--- config.mk ---
export PLATFORM = sky130hd
export DESIGN_NAME = rv32i_mem_wb
export DESIGN_NICKNAME = d
export VERILOG_FILES = /design/src/rtl/rv32i_mem_wb.sv
export SDC_FILE = /design/constraint.sdc
export NUM_CORES = 1
export LEC_CHECK = 0
export CORE_UTILIZATION = 35
export DETAILED_ROUTE_END_ITERATION = 8
export PLACE_DENSITY_LB_ADDON = 0.15
export SLEW_MARGIN = 40
export SYNTH_ARGS = -nofsm -noshare
export SYNTH_HDL_FRONTEND = slang
export SYNTH_SLANG_ARGS = --single-unit
--- constraint.sdc ---
create_clock -name clk -period 5.9 [get_ports clk]
set_input_delay 0.59 -clock clk [delete_from_list [all_inputs] [get_ports clk]]
set_output_delay 0.59 -clock clk [all_outputs]
set_load 0.05 [all_outputs]
--- src/rtl/rv32i_mem_wb.sv ---
// Memory/writeback stage: takes one M-stage instruction at a time, runs the data-memory
// access over a req/gnt/rvalid bus and drives the register-file write port.
module rv32i_mem_wb #(
    parameter int DPW = 32,
    parameter int ADW = 5
) (
    input  logic           clk,
    input  logic           rst,
    input  logic           validM,
    output logic           readyM,
    input  logic           regwriteM,
    input  logic           resultsrcM,
    input  logic           memwriteM,
    input  logic [DPW-1:0] aluresultM,
    input  logic [DPW-1:0] Rd2M,
    input  logic [ADW-1:0] RdM,
    output logic           dmem_req,
    output logic           dmem_we,
    output logic [DPW-1:0] dmem_addr,
    output logic [DPW-1:0] dmem_wdata,
    input  logic           dmem_gnt,
    input  logic           dmem_rvalid,
    input  logic [DPW-1:0] dmem_rdata,
    output logic           we,
    output logic [ADW-1:0] addr_3,
    output logic [DPW-1:0] wd_3,
    output logic           misalign_err,
    output logic [31:0]    retired
);

    typedef enum logic [1:0] {IDLE, REQ, RESP} state_t;

    state_t         state_q;
    logic [DPW-1:0] addr_q;
    logic [DPW-1:0] wdata_q;
    logic           store_q;
    logic [ADW-1:0] rd_q;
    logic           regwrite_q;
    logic           we_q;
    logic [ADW-1:0] addr3_q;
    logic [DPW-1:0] wd3_q;
    logic           misalign_q;
    logic [31:0]    retired_q;
    logic [31:0]    retired_d;

    logic accept;
    logic isMemOp;
    logic misaligned;

    assign readyM     = (state_q == IDLE);
    assign accept     = validM & readyM;
    assign isMemOp    = memwriteM | resultsrcM;
    assign misaligned = (aluresultM[1:0] != 2'b00);
    assign retired_d  = retired_q + 32'd1;

    assign dmem_req     = (state_q == REQ);
    assign dmem_we      = store_q;
    assign dmem_addr    = addr_q;
    assign dmem_wdata   = wdata_q;
    assign we           = we_q;
    assign addr_3       = addr3_q;
    assign wd_3         = wd3_q;
    assign misalign_err = misalign_q;
    assign retired      = retired_q;

    // we and misalign_err are one-cycle pulses; they default low every cycle.
    always_ff @(posedge clk or posedge rst) begin
        if (rst) begin
            state_q    <= IDLE;
            addr_q     <= '0;
            wdata_q    <= '0;
            store_q    <= 1'b0;
            rd_q       <= '0;
            regwrite_q <= 1'b0;
            we_q       <= 1'b0;
            addr3_q    <= '0;
            wd3_q      <= '0;
            misalign_q <= 1'b0;
            retired_q  <= '0;
        end else begin
            we_q       <= 1'b0;
            misalign_q <= 1'b0;
            if (accept) begin
                retired_q <= retired_d;
            end
            case (state_q)
                IDLE: begin
                    if (accept) begin
                        if (!isMemOp) begin
                            we_q    <= regwriteM & (RdM != '0);
                            addr3_q <= RdM;
                            wd3_q   <= aluresultM;
                        end else if (misaligned) begin
                            misalign_q <= 1'b1;
                        end else begin
                            // A combined store+load encoding is executed as a store.
                            addr_q     <= aluresultM;
                            wdata_q    <= Rd2M;
                            store_q    <= memwriteM;
                            rd_q       <= RdM;
                            regwrite_q <= regwriteM;
                            state_q    <= REQ;
                        end
                    end
                end
                REQ: begin
                    if (dmem_gnt) begin
                        state_q <= store_q ? IDLE : RESP;
                    end
                end
                RESP: begin
                    if (dmem_rvalid) begin
                        we_q    <= regwrite_q & (rd_q != '0);
                        addr3_q <= rd_q;
                        wd3_q   <= dmem_rdata;
                        state_q <= IDLE;
                    end
                end
                default: state_q <= IDLE;
            endcase
        end
    end

endmodule

==> results of run 1 <==
-- final timing paths --
path,from,end,slack (ns),cells past startpoint
worst min-delay path,retired[22],retired[22],0.49,1
worst max-delay path,validM,dmem_wdata[28],3.31,5
max in group asynchronous,rst,dmem_addr[20],4.26,3
min in group asynchronous,rst,retired[22],0.66,2
worst max register to register,state_q[1],wd_3[15],3.44,6
worst min register to register,retired[22],retired[22],0.49,1
-- stage by stage --
| step | instance area (um2) | total power [W] | std cells | util [%] |
|---|---|---|---|---|
| final | 9340 | 0.00440 | 946 | 56.1 |
| after global routing | 9340 | 0.00459 | 946 | 56.1 |
| after CTS | 9340 | 0.00445 | 946 | 56.1 |
| after detailed placement | 8690 | 0.00326 | 914 | 52.2 |
| after global placement | 8660 | 0.00324 | 913 | 52.0 |
| after floorplan | 5990 | 0.00256 | 467 | - |
-- state kept, by name, indices dropped and copies added (netlist names), 2 cells and up --
| signal | cells |
|---|---|
| dmem_addr | 32 |
| rd_q | 5 |
| addr_3 | 5 |
| state_q | 2 |
| wd_3 | 32 |
| retired | 32 |
| dmem_wdata | 32 |
-- per-layer routing --
layer,up-vias,global-route usage [%],wire (um)
li1,2123,-,-
met1,2216,21.6,6080
met2,161,31.5,8010
met3,23,7.43,1330
met4,0,7.73,399
met5,-,0,0
-- cells in the mapped netlist (2+ instances only) --
library cell,number,area (um2)
dfrtp_1,144,3600
mux2_2,51,574
nor2_1,49,184
a21oi_1,38,190
mux2i_1,37,370
xnor2_1,26,228
mux2_1,18,203
nand4_1,17,106
buf_2,16,80.1
nand2_1,15,56.3
nand3_1,8,40.0
and3_1,5,31.3
clkbuf_1,5,18.8
xor2_1,5,43.8
and2_1,4,25.0
inv_1,4,15.0
and4_1,3,26.3
buf_6,2,22.5
nand2b_1,2,12.5
nor3_1,2,10.0
nor4_2,2,25.0
or4_1,2,15.0
-- cell usage in the layout (no fill, tap or decap), types with 2 or more instances in the layout --
master | Yosys | routed
nor3_1 | 2 | 2
nand2_1 | 15 | 14
mux2_1 | 18 | 18
nand4_1 | 17 | 17
mux2_2 | 51 | 51
clkinvlp_4 | 0 | 3
dfrtp_1 | 144 | 144
mux2i_1 | 37 | 37
clkdlybuf4s50_1 | 0 | 246
nor2_1 | 49 | 49
clkbuf_8 | 0 | 5
nor4_2 | 2 | 2
nand3_1 | 8 | 8
buf_4 | 0 | 2
xor2_1 | 5 | 5
xnor2_1 | 26 | 26
clkinv_2 | 0 | 2
bufinv_16 | 0 | 4
and4_1 | 3 | 3
or4_1 | 2 | 2
a21oi_1 | 38 | 37
and2_1 | 4 | 4
inv_1 | 4 | 3
clkbuf_16 | 0 | 17
and3_1 | 5 | 5
-- worst max-delay path: stages --
cell and delay [ns]:
clkdlybuf4s50_1 0.49, or3b_1 0.55, nor2_1 0.37, nand2_8 0.39, mux2_1 0.46
-- layout make-up --
class                      count  area [um2]  area share (%)
clock inverter                 9         153            1.63
multi-input combinational    296        2290            24.5
sequential                   144        3600            38.6
timing repair buffer         250        2500            26.8
inverter                       4        22.5           0.241
tap                          220         275            2.95
clock buffer                  23         498            5.33
-- cell families after synthesis --
logic type,count (synthesis),share of synthesized area (%)
mux,106,19.1
buf+inv,27,2.28
flops,144,60.1
xor+xnor,31,4.53
fa+ha+maj,1,0.209
compound gates,42,3.68
simple gates,116,10.0
-- power groups by stage --
| stage | clock network [W] | registers, W | logic, W |
|---|---|---|---|
| after floorplan | 0 | 0.00225 | 0.000310 |
| after global placement | 0 | 0.00141 | 0.00182 |
| after detailed placement | 0 | 0.00142 | 0.00184 |
| after CTS | 0.00119 | 0.00141 | 0.00185 |
| after global routing | 0.00123 | 0.00145 | 0.00191 |
| final | 0.00116 | 0.00141 | 0.00183 |
==> key figures, run 1 <==
Status
  • Status: finished, final reports clean

Synthesis
  • Synth cell types: 34
  • Synth warnings: 0
  • Mapped Cells: 467
  • Async set or reset register ratio after synthesis: 100%
  • Flops & latches, synth: 144
  • Mapped Nets: 577
  • Syn Area/Cell: 12.8 um2
  • Seq/Total Area, Yosys: 60.1%
  • Post-synth EDFFs: 0
  • Mapped Area: 5990 um2
  • Top_reg_cell synth: dfrtp_1

Critical path
  • CP arrival: 2.89 ns
  • Setup CP Type: in -> reg
  • Crit path max fanout: 72
  • Crit path required time: 6.19 ns
  • Worst setup EP type: flop
  • CP Launch Type: input port

Die
  • I/O pin count: 247
  • Core Rows: 47
  • Core footprint: 16600 um2
  • Die X: 133 um
  • Initial Util: 36.0%
  • Total die area: 17600 um2
  • Die Y: 133 um

Detailed routing
  • Via count: 4523
  • ANT nets after route: 0
  • 1st-iter DRT viols: 107
  • Avg WL per Cell: 16.7 um
  • DRC viols: 0
  • Overall routed net length: 15800 um
  • TritonRoute pass-1 iters: 4
  • Via density: 4.78

Global routing
  • Global-route wire length before repair: 25700 um
  • Total GRT Usage: 18.9%
  • Congestion Overflow GR: 0
  • Initial antenna violation count: 0
  • Vias in the first global route: 4890
  • Pin count of the biggest net entering global routing: 82

Cells and area
  • Net count, final: 823
  • # diodes: 0
  • Layout cells sized above 1: 13.1%
  • Fillers: 1391
  • Area grow syn2layout: 55.9%

Timing
  • Rel. slew slack: 54.0%
  • Slew @ Worst Pin: 0.685 ns
  • Fmax: 0.385 GHz
  • Setup TNS: 0 ns
  • Final Hold Vio Count: 0
  • Clock Skew: 0.00857 ns
  • Final setup viols: 0
  • Worst setup slack after layout: 3.31 ns
  • Final Cycle Share: 44.0%
  • Max Slew Vio Count: 0
  • RSZ-0062 raised after global routing: no
  • Final min period: 2.59 ns
  • Hold slack: 0.486 ns

Pwr
  • Switching share of power: 39.8%
  • Leak pwr: 4.06 nW
  • Clock share of power: 26.4%
  • NetSw: 0.00175 W
  • Worst vdd ir: 0.296 mV
  • Sequential Power Share: 32.1%
  • Pwr Density: 471 nW/um2
  • Internal Power: 0.00265 W
  • Logic gate share of total power: 41.5%

Job
  • Max-cap violations: 0

Place
  • HPWL after detailed placement: 11500 um
  • I/O Buffers: 246
  • GPL Wtd Cong: 0.757
  • Pre-CTS setup slack: 2.86 ns

Clock tree
  • Clock root buffer: clkbuf_16
  • Post-CTS setup buffers: 0
  • Num CTS Buffers: 17
  • TritonCTS clock tree: done
  • # resized after CTS: 0
  • Bufs on Longest Clock Path: 2
  • Worst skew pair latency: 0.41 ns
  • # clock sinks: 144
  • Clk pin slew, worst setup/hold paths: 0.06 ns
  • # H-tree levels: 4
  • CTS Hold Buffers Added: 0

Worst hold path
  • Worst Hold Class: reg -> reg
Power figures use the tool's default switching activity.
==> inputs of run 2 (changes only) <==
- clock period: 5.9 -> 2.09 ns (I/O delays scaled with it)
==> run 2 against run 1 <==
  * Count of clock-buffer cells in the layout decreased by 2
  * Die area stayed put
  * Highest routed layer unchanged
  * Largest power group unchanged
  * Clock power rose to 2.7 times the previous value
  * Utilization rose by 0.78 points
  * First-iteration DRC count grew 3.7%
==> key figures, run 2 (same netlist as run 1, synthesis figures left out) <==
Status
  • Status: finished, final reports clean

Critical path
  • Critical path depth: 1
  • CP Launch Type: flop
  • Crit path max fanout: 7
  • CP Capture Point: retired[23]
  • R2R Setup Slk: 0.18 ns
  • Critical Path Source: retired[23]
  • Worst path max stage delay: 0.85 ns
  • Slowest-stage cell, CP: clkdlybuf4s50_1
  • CP arrival: 1.74 ns
  • Reg2reg path depth: 6
  • Setup CP Type: reg -> out
  • Reg2reg end: retired[20]
  • Critical Path, Cell by Cell: clkdlybuf4s50_1
  • Crit path buffers/inverters: 1
  • Reg2reg start: state_q[1]
  • Worst setup EP type: output pin
  • CP top delay family: buffers and inverters
  • Crit path required time: 1.88 ns

Detailed routing
  • 1st-iter DRT viols: 111
  • TritonRoute pass-1 iters: 4
  • ANT nets after route: 0
  • DRC viols: 0
  • Via count: 4546
  • Avg WL per Cell: 16.5 um
  • Via density: 4.74
  • Overall routed net length: 15800 um

Place
  • GPL Wtd Cong: 0.745
  • I/O Buffers: 246
  • HPWL after detailed placement: 11800 um
  • Pre-CTS setup slack: -0.0871 ns

Pwr
  • NetSw: 0.00494 W
  • Pwr Density: 1300 nW/um2
  • Switching share of power: 40.2%
  • Logic gate share of total power: 42.4%
  • Sequential Power Share: 32.3%
  • Internal Power: 0.00735 W
  • Clock share of power: 25.4%
  • Worst vdd ir: 0.846 mV
  • Leak pwr: 4.16 nW

Timing
  • Slew @ Worst Pin: 0.574 ns
  • Final Cycle Share: 93.1%
  • Rel. slew slack: 61.6%
  • Fmax: 0.514 GHz
  • Final setup viols: 0
  • Final Hold Vio Count: 0
  • Worst setup slack after layout: 0.145 ns
  • Final min period: 1.94 ns
  • Hold slack: 0.273 ns
  • Clock Skew: 0.00482 ns
  • RSZ-0062 raised after global routing: no
  • Max Slew Vio Count: 0

Clock tree
  • # resized after CTS: 0
  • Post-CTS setup buffers: 0
  • Bufs on Longest Clock Path: 2
  • # H-tree levels: 4
  • Worst skew pair latency: 0.41 ns
  • Num CTS Buffers: 17
  • Clock root buffer: clkbuf_16
  • # clock sinks: 144
  • TritonCTS clock tree: done
  • CTS Hold Buffers Added: 0
  • Clk pin slew, worst setup/hold paths: 0.06 ns

Global routing
  • Global-route wire length before repair: 26000 um
  • Congestion Overflow GR: 0
  • Pin count of the biggest net entering global routing: 67
  • Initial antenna violation count: 0
  • Total GRT Usage: 18.9%
  • Vias in the first global route: 4932

Cells and area
  • Layout cells sized above 1: 15.0%
  • Area grow syn2layout: 58.1%
  • Most frequent cells in the layout: clkdlybuf4s50_1, dfrtp_1, mux2_2
  • Commonest non-fill, non-tap cell in the layout: clkdlybuf4s50_1
  • Net count, final: 838
  • # diodes: 0

Job
  • Max-cap violations: 0

Die
  • Core footprint: 16600 um2
  • Core Rows: 47
  • Die X: 133 um
  • Total die area: 17600 um2
  • I/O pin count: 247
  • Initial Util: 36.0%
  • Die Y: 133 um

Worst hold path
  • Worst Hold Class: in -> async
run 2: metal layers:
| metal | track usage [%] | part of all wire (%) | up-vias | wire (um) |
|---|---|---|---|---|
| met5 | 0 | 0 | - | 0 |
| met4 | 6.58 | 1.9 | 0 | 307 |
| met3 | 6.82 | 7.7 | 20 | 1210 |
| met2 | 32.2 | 50 | 148 | 7940 |
| met1 | 21.8 | 40 | 2226 | 6380 |
| li1 | - | - | 2152 | - |
run 2: metrics by stage:
stage	area, um2	TNS, ns	total power (W)	utilization [%]	cells
final	9470	0	0.0123	56.9	960
after floorplan	6000	0	0.00723	-	467
after detailed placement	8860	-0.881	0.00924	53.2	929
after CTS	9470	0	0.0124	56.9	960
after global placement	8860	-0.238	0.00916	53.2	929
after global routing	9470	0	0.0128	56.9	960
run 2: power groups by stage:
stage / logic, W / registers [W] / clock network (W)
after CTS: 0.00526 / 0.00397 / 0.00319
after detailed placement: 0.00524 / 0.00400 / 0
after global placement: 0.00520 / 0.00396 / 0
final: 0.00521 / 0.00396 / 0.00312
after global routing: 0.00543 / 0.00407 / 0.00334
after floorplan: 0.000876 / 0.00636 / 0
run 2: worst min path at each step:
stage / endpoint / cells past startpoint / start
floorplan: state_q[1] / 1 / dmem_rvalid
global placement: retired[31] / 1 / retired[31]
detailed placement: dmem_wdata[27] / 1 / dmem_wdata[27]
CTS: wd_3[18] / 3 / rst
global route: wd_3[27] / 3 / rst
finish: dmem_addr[26] / 3 / rst
run 2: layout make-up:
| cell class | count | area (um2) |
|---|---|---|
| Inverter | 4 | 18.8 |
| Tap cell | 220 | 275 |
| Clock inverter | 10 | 134 |
| Timing Repair Buffer | 265 | 2690 |
| Fill cell | 1384 | 7170 |
| Sequential cell | 144 | 3600 |
| Multi-Input combinational cell | 296 | 2270 |
| Clock buffer | 21 | 480 |
==> inputs of run 3 (changes only) <==
- CAP_MARGIN: unset -> 20
==> results of run 3 <==
Final layout, timing and power as in run 2 (identical DEF).
